`config.mk`:
```
export PLATFORM = sky130hd
export DESIGN_NAME = data_cache
export DESIGN_NICKNAME = d
export VERILOG_FILES = /design/src/rtl/data_cache_pkg.sv /design/src/rtl/data_cache_array.sv /design/src/rtl/data_cache.sv
export SDC_FILE = /design/constraint.sdc
export NUM_CORES = 2
export LEC_CHECK = 0
export ABC_AREA = 1
export BUFFER_PORTS_ARGS = -buffer_cell sky130_fd_sc_hd__buf_2
export CAP_MARGIN = 15
export CORE_MARGIN = 1.5
export CORE_UTILIZATION = 30
export DETAILED_ROUTE_END_ITERATION = 8
export PLACE_DENSITY = 0.43
export SLEW_MARGIN = 15
export SYNTH_ARGS = -nofsm -noshare
export SYNTH_HDL_FRONTEND = slang
export SYNTH_SLANG_ARGS = --single-unit
```
`constraint.sdc`:
```
create_clock -name clk -period 7.6 [get_ports clk]
set_input_delay 0.38 -clock clk [delete_from_list [all_inputs] [get_ports clk]]
set_output_delay 0.38 -clock clk [all_outputs]
set_load 0.005 [all_outputs]
```
`src/rtl/data_cache_pkg.sv`:
```
// Shared types for the direct-mapped write-back data cache: FSM state,
// default geometry and address-field helpers.
package cache_types;

  typedef enum logic [1:0] {
    IDLE,
    WRITEBACK,
    FILL
  } cache_state_t;

  localparam int IDX_W  = 3;
  localparam int OFF_W  = 5;
  localparam int TAG_W  = 32 - IDX_W - OFF_W;
  localparam int LINE_W = 256;

  // Extract a w-bit field starting at bit lo; caller casts to the field width.
  function automatic logic [31:0] addr_field(input logic [31:0] a, input int lo, input int w);
    return (a >> lo) & ((32'd1 << w) - 32'd1);
  endfunction

  function automatic logic [31:0] line_base(input logic [31:0] a, input int off);
    return a & ~((32'd1 << off) - 32'd1);
  endfunction

endpackage

```
`src/rtl/data_cache_array.sv`:
```
// Line store: one line per set, byte-enable write, asynchronous read, no reset.
module data_cache_array #(
  parameter int S_INDEX = 3,
  parameter int LINE_W  = 256
) (
  input  logic                  clk,
  input  logic                  we,
  input  logic [S_INDEX-1:0]    index,
  input  logic [LINE_W/8-1:0]   wmask,
  input  logic [LINE_W-1:0]     wdata,
  output logic [LINE_W-1:0]     rdata
);

  logic [LINE_W-1:0] mem [2**S_INDEX];

  always_ff @(posedge clk) begin
    if (we) begin
      for (int b = 0; b < LINE_W/8; b++) begin
        if (wmask[b]) mem[index][b*8 +: 8] <= wdata[b*8 +: 8];
      end
    end
  end

  assign rdata = mem[index];

endmodule

```
`src/rtl/data_cache.sv`:
```
// Direct-mapped, write-back, write-allocate data cache. Hits complete in the
// request cycle; misses write back a dirty victim, then fill the line.
module data_cache
  import cache_types::*;
#(
  parameter int S_INDEX  = IDX_W,
  parameter int S_OFFSET = OFF_W
) (
  input  logic         clk,
  input  logic         rst,
  input  logic [31:0]  data_addr,
  input  logic         data_read,
  input  logic         data_write,
  input  logic [3:0]   data_mbe,
  input  logic [31:0]  data_wdata,
  output logic [31:0]  data_rdata,
  output logic         data_resp,
  output logic [31:0]  pmem_address,
  output logic         pmem_read,
  output logic         pmem_write,
  output logic [255:0] pmem_wdata,
  input  logic [255:0] pmem_rdata,
  input  logic         pmem_resp
);

  localparam int TW    = 32 - S_INDEX - S_OFFSET;
  localparam int LW    = 8 << S_OFFSET;
  localparam int WORDS = LW / 32;
  localparam int SETS  = 2 ** S_INDEX;

  cache_state_t state, next;

  logic [SETS-1:0]     valid, dirty;
  logic [TW-1:0]       tags [SETS];

  logic [S_INDEX-1:0]  idx;
  logic [TW-1:0]       tag;
  logic [S_OFFSET-3:0] word;
  logic                req, hit;

  logic                arr_we;
  logic [LW/8-1:0]     arr_wmask;
  logic [LW-1:0]       arr_wdata, line;
  logic                set_dirty, fill_done;

  assign idx  = S_INDEX'(addr_field(data_addr, S_OFFSET, S_INDEX));
  assign tag  = TW'(addr_field(data_addr, S_INDEX + S_OFFSET, TW));
  assign word = (S_OFFSET-2)'(addr_field(data_addr, 2, S_OFFSET - 2));
  assign req  = data_read | data_write;
  assign hit  = valid[idx] && (tags[idx] == tag);

  data_cache_array #(.S_INDEX(S_INDEX), .LINE_W(LW)) u_array (
    .clk   (clk),
    .we    (arr_we),
    .index (idx),
    .wmask (arr_wmask),
    .wdata (arr_wdata),
    .rdata (line)
  );

  always_ff @(posedge clk or posedge rst) begin
    if (rst) begin
      state <= IDLE;
      valid <= '0;
      dirty <= '0;
    end else begin
      state <= next;
      if (set_dirty) dirty[idx] <= 1'b1;
      if (fill_done) begin
        valid[idx] <= 1'b1;
        dirty[idx] <= 1'b0;
      end
    end
  end

  // Tags sit behind valid, so they need no reset.
  always_ff @(posedge clk) begin
    if (fill_done) tags[idx] <= tag;
  end

  always_comb begin
    next         = state;
    data_resp    = 1'b0;
    data_rdata   = '0;
    pmem_read    = 1'b0;
    pmem_write   = 1'b0;
    pmem_address = '0;
    pmem_wdata   = '0;
    arr_we       = 1'b0;
    arr_wmask    = '0;
    arr_wdata    = pmem_rdata;
    set_dirty    = 1'b0;
    fill_done    = 1'b0;
    case (state)
      IDLE: begin
        if (req) begin
          if (hit) begin
            data_resp = 1'b1;
            // Write wins when read and write are both asserted.
            if (data_write) begin
              arr_we    = 1'b1;
              arr_wmask = (LW/8)'(data_mbe) << {word, 2'b00};
              arr_wdata = {WORDS{data_wdata}};
              set_dirty = 1'b1;
            end else begin
              data_rdata = line[word*32 +: 32];
            end
          end else if (valid[idx] && dirty[idx]) begin
            next = WRITEBACK;
          end else begin
            next = FILL;
          end
        end
      end
      WRITEBACK: begin
        pmem_write   = 1'b1;
        pmem_address = {tags[idx], idx, {S_OFFSET{1'b0}}};
        pmem_wdata   = line;
        if (pmem_resp) next = FILL;
      end
      FILL: begin
        pmem_read    = 1'b1;
        pmem_address = line_base(data_addr, S_OFFSET);
        if (pmem_resp) begin
          arr_we    = 1'b1;
          arr_wmask = '1;
          arr_wdata = pmem_rdata;
          fill_done = 1'b1;
          next      = IDLE;
        end
      end
      default: next = IDLE;
    endcase
  end

endmodule

```
# Word level (Yosys, flattened, before mapping)
# Memory sizes are Yosys's and may differ from the RTL's.
# Index checks and enable logic that the tools add are counted.
dict set report totals {
  output_inout_bits 323
  in_bits 329
  ram_bits 2240
  mem_count 2
  wordCells 165
  register_bits 18
}
# memory words width read_ports rd_clocked_by_memory_dff wr line_no
set mem_list {}
lappend mem_list {u_array.mem 8 256 1 0 1 data_cache_array.sv:14} ;# logic [LINE_W-1:0] mem [2**S_INDEX];
lappend mem_list {tags 8 24 1 0 1 data_cache.sv:34} ;# logic [TW-1:0] tags [SETS];
dict set report classes {
  n_reduce_logical 5
  order_cmp 2
  muxes 139
  n_bitwise 5
  shifts 2
  n_eq_ne 7
}
# op n
set ops {}
lappend ops {{$mux 256} 5}
lappend ops {{$mux 32} 8}
lappend ops {{$shiftx 256x9->32} 1}
lappend ops {{$pmux 32 s2} 2}
lappend ops {{$mux 1} 112}
lappend ops {{$shl 4x5->32} 1}
lappend ops {{$eq 24x24->1} 1}
lappend ops {{$mux 8} 2}
lappend ops {{$or 8x8->8} 2}
lappend ops {{$mux 2} 5}
lappend ops {{$and 8x8->8} 1}
lappend ops {{$ne 2x2->1 const B} 4}
lappend ops {{$not 8->8} 1}
lappend ops {{$bmux 1 s3} 2}
lappend ops {{$pmux 2 s3} 1}
lappend ops {{$lt 3x4->1 const B} 1}
lappend ops {{$reduce_and 4->1} 1}
lappend ops {{$demux 1 s3} 1}
lappend ops {{$ge 3x1->1 const B} 1}
lappend ops {{$logic_and 1x1->1} 3}
lappend ops {{$eq 2x1->1 const B} 1}
lappend ops {{$eq 2x2->1 const B} 1}
lappend ops {{$logic_not 2->1} 1}
lappend ops {{$pmux 1 s2} 1}
lappend ops {{$or 1x1->1} 1}

# Depth between registers and ports, before layout
dict set report logic_depth {
  depth_word 9
  ltp_mapped 21
  ltp_nobuf 17
}

# Hierarchy
# From an unflattened synthesis, not the netlist that was laid out.
dict set report unflattened {
  cells_unflattened 10940
  hier_area_um2 102552.1
}
# mod area_per_inst_um2 cells_each seq_area_each_um2 instances
set modules_own_cells {}
lappend modules_own_cells {data_cache_array 85328.1 8147 61499.0 1}
lappend modules_own_cells {data_cache 17224.0 2793 6216.0 1}

# Least setup slack after synthesis
# No wires, ideal clock.
dict set report synth_timing {
  path_type {input to register}
  from {in data_addr[5]}
  to {mem tags[6][0] in the netlist's numbering (enable)}
  path_stages 8
  path_buffers 5
  path_slack_ns 4.190
  setup_time_ns 0.406
  arrival_ns 3.004
  t_required_ns 7.194
  cell_sequence {buf_2 > buf_2 > nor2_1 > clkbuf_1 > clkbuf_1 > buf_2 > clkinv_1 > nor2_1}
}
# element line_no
set synth_lines {}
lappend synth_lines {{start: declaration} data_cache.sv:11} ;# input logic [31:0] data_addr,
lappend synth_lines {{end: declaration} data_cache.sv:34}
# No word-level cell before the write port.

# Worst setup path in the final report
dict set report layout_timing {
  from {in data_addr[6]}
  to {out data_rdata[8]}
}
dict set report layout_via {
  elab_chain_len 6
  elab_cells_between_ends 11
  classes_between {eq/ne (1); shift (1); mux (6); reduce/logical (1); memory (2)}
}
# element line_no
set layout_lines {}
lappend layout_lines {{$mem_v2 8x256, or another cell as far along} -}
lappend layout_lines {{$shiftx 256x9->32, or another cell as far along} data_cache.sv:106} ;# data_rdata = line[word*32 +: 32];
lappend layout_lines {{$mux 32 / $logic_and 1x1->1 (equally long branches)} {data_cache.sv:100, data_cache.sv:50}}
lappend layout_lines {{$mux 32 (*)} data_cache.sv:97} ;# if (hit) begin
lappend layout_lines {{$mux 32 (*)} data_cache.sv:96} ;# if (req) begin
lappend layout_lines {{$mux 32 (*)} data_cache.sv:94} ;# case (state)
lappend layout_lines {{end: declaration} data_cache.sv:16} ;# output logic [31:0] data_rdata,
# Every way passes the cells marked *; elsewhere a longest branch is shown, timed or not. The select of a mux whose other input is x is not followed.

==> reports/metrics.yaml <==
cpLargestDelayFamily: "buffers and inverters"
n_fill_cell: 30452
grt_overflow: 0
dieArea_um2: 314500
hp-start: "pmem_rdata[148]"
pin_count: 652
ys_seq_elements: 2258
r2r_cells: 14
grtUsageTotal_pct: 24.46
cts_tree: "done"
drt_iter0_markers: 6990
path_max_fanout: 35
gp_congestion: 0.8472
max_freq_ghz: 0.1869
synth_common_cells: "edfxtp_1 (2240), nand2_1 (1901), inv_1 (687)"
reg2reg_slack_ps: 3190
coreArea_um2: 309100
setup_viol: 0
drtAntennaViolNets: 0
ys_top_cells_by_area: "edfxtp_1 (72%), nand2_1 (7.6%), inv_1 (2.8%), nand3_1 (2.0%), a22o_1 (1.9%)"
hold_viol_final: 0
cpPeakStageDelay_ps: 820
r2r_end: "u_array.mem[6][68]$_DFFE_PP_"
power_density_nw_per_um2: 270.7
numPortBuffers: 644
critPathCaptureType: "primary output"
initial_utilization_pct: 30.20
num_rows: 204
viasPerCell: 5.176
wirelength_um: 395000
crit_cells: 15
synthDistinctLibCells: 38
synth_top_area_share_pct: 72.07
syn_to_final_growth_pct: 18.83
finalCritPeriodShare_pct: 70.39
irDropWorstVdd_v: 0.0001656
cts.sink_count: 2258
rsz0062_at_grt: "false"
root_buffer: "clkbuf_16"
yosys.area.top_type: "edfxtp_1"
synthMostInstantiatedCell: "edfxtp_1"
whs_endpoint: "u_array.mem[3][148]$_DFFE_PP_"
drive_above_1_share_pct: 15.05
cp_common_cell: "buf_4"
h-tree-depth: 5
path_clk_slew_ps: 50
antenna_found_initial: 26
drt_first_pass_iters: 6
grt_pass1_wl_um: 533100
worst_pin_slew_ps: 1218
place_hpwl_um: 258700
syn_area_per_cell_um2: 12.11
finalNetCount: 8756
synth_ff_type: "edfxtp_1"
synthCells: 7709
slowest_stage: "buf_4"
min_period_ps: 5349
reg2reg_from: "tags[3][13]$_DFFE_PP_"
max-slew-margin-rel_pct: 18.82
synth_area_um2: 93330
synthArstFlopShare_pct: 0.7972
finalSetupTns_ps: 0
drcViolationCount: 0
status: "completed"
cp-start-kind: "primary input"
vias: 66086
crit_type: "in -> out"
die_width_um: 560.8
p_leak_nw: 41.01
yosysWarnings: 0
arrival_ps: 4970
path_buf_inv: 6
maxCapViolations: 0
fin_skew_ps: 57.03
synth_edf_count: 2240
path_cells: "buf_2 > buf_4 > nor2_2 > nand2_4 > buf_4 > buf_4 > buf_4 > o22ai_1 > a211oi_1 > nand4_1 > nand3_1 > nand3_1 > nand3_1 > nor2_1 > buf_2"
grt_pass1_vias: 62832
crit_start: "data_addr[6]"
crit_required_ps: 7220
clockBufferDepth: 4
whs_ps: 49.61
grt_max_degree: 132
cts_resized: 0
hold_path_depth: 3
die_height_um: 560.8
wl_per_cell_um: 30.93
synth_seq_area_share_pct: 72.55
min_path_type: "in -> reg"
worst_skew_pair.late_latency_ps: 880
cts_made_buffers: 267
finalMaxSlewViolations: 0
final_core_util_pct: 35.88
finalPower_mw: 30.02
==> through the flow <==
step                area [µm²]  instances  setup WS, ps
floorplan                93350       7713          4190
global placement        101900      12220          1112
detailed placement      102000      12227          2083
CTS                     110800      12734          2240
global route            110900      12754          2217
finish                  110900      12769          2251
==> worst max-delay path by stage <==
stage / to / slack [ps]
finish: data_rdata[8] / 2250
global route: data_rdata[18] / 2220
CTS: data_rdata[17] / 2240
detailed placement: u_array.mem[1][96]$_DFFE_PP_ / 2080
global placement: u_array.mem[0][180]$_DFFE_PP_ / 1110
floorplan: tags[6][0]$_DFFE_PP_ / 4190
==> report_power, final <==
group	internal [mW]	total [mW]	switching, mW
Clock	7.36	12.6	5.20
Sequential	14.1	14.2	0.0795
Combinational	0.751	3.29	2.53
==> tightest hold or removal path: stages <==
cell and delay, ps:
buf_2 80, nand2_1 60, nand2_1 200
==> cells in the final DEF, fill, tap and decap left out, types with 8 or more instances in the layout <==
| master | count |
|---|---|
| clkbuf_16 | 274 |
| clkbuf_1 | 73 |
| a211oi_1 | 59 |
| bufinv_16 | 21 |
| nor4_1 | 8 |
| o21ai_0 | 220 |
| nor2_1 | 447 |
| nor2_4 | 16 |
| diode_2 | 30 |
| inv_6 | 10 |
| a21oi_1 | 260 |
| o22ai_1 | 55 |
| a221oi_1 | 132 |
| a22oi_1 | 134 |
| o21ai_1 | 9 |
| buf_2 | 641 |
| nand3_1 | 370 |
| edfxtp_1 | 2240 |
| and3_1 | 39 |
| nand4_1 | 187 |
| clkinv_2 | 26 |
| dfrtp_1 | 18 |
| nand3b_1 | 17 |
| nand2_1 | 1893 |
| dlygate4sd3_1 | 43 |
| o211ai_1 | 25 |
| a22o_1 | 198 |
| nand2_2 | 12 |
| a21oi_2 | 11 |
| buf_12 | 18 |
| a31oi_1 | 98 |
| inv_1 | 681 |
| or2_2 | 29 |
| o2111a_1 | 23 |
| buf_4 | 195 |
| clkinv_1 | 50 |
==> metal layers <==
| layer | track usage (%) | vias to the layer above | wire length (µm) |
|---|---|---|---|
| li1 | - | 29029 | - |
| met3 | 3.320 | 574 | 24700 |
| met4 | 12.21 | 4 | 21470 |
| met2 | 39.21 | 2732 | 183100 |
| met1 | 32.51 | 33747 | 165700 |
| met5 | 0 | - | 11 |
==> flip-flops by register name (all words and copies together) (netlist names), named ones only <==
| name | count |
|---|---|
| u_array.mem | 2048 |
| state | 2 |
| valid | 8 |
| tags | 192 |
| dirty | 1 |
==> repair_timing <==
item,in CTS,in global routing
hold endpoints to repair,343,0
buffers inserted,0,0
hold buffers,43,0
==> kinds of logic after synthesis <==
group,Yosys count,share of synthesized area (%)
buffers and inverters,1161,4.797
AO/OA/AOI/OAI,1248,9.062
AND/OR/NAND/NOR,3038,13.55
other,1,0.004018
adder cells (fa/ha/maj),3,0.04022
flip-flops,2258,72.55
==> area by class of cell <==
cell class / instances / area, µm² / share of cell area [%]
clock buffers: 349 / 7158 / 6.454
flip-flops and latches: 2258 / 67710 / 61.05
clock inverters: 115 / 1171 / 1.056
multi-input cells: 4294 / 21380 / 19.27
inverters: 696 / 2664 / 2.402
diodes: 30 / 75.07 / 0.06769
well taps: 4120 / 5155 / 4.648
repair buffers: 907 / 5597 / 5.046
Power figures use the tool's default switching activity.
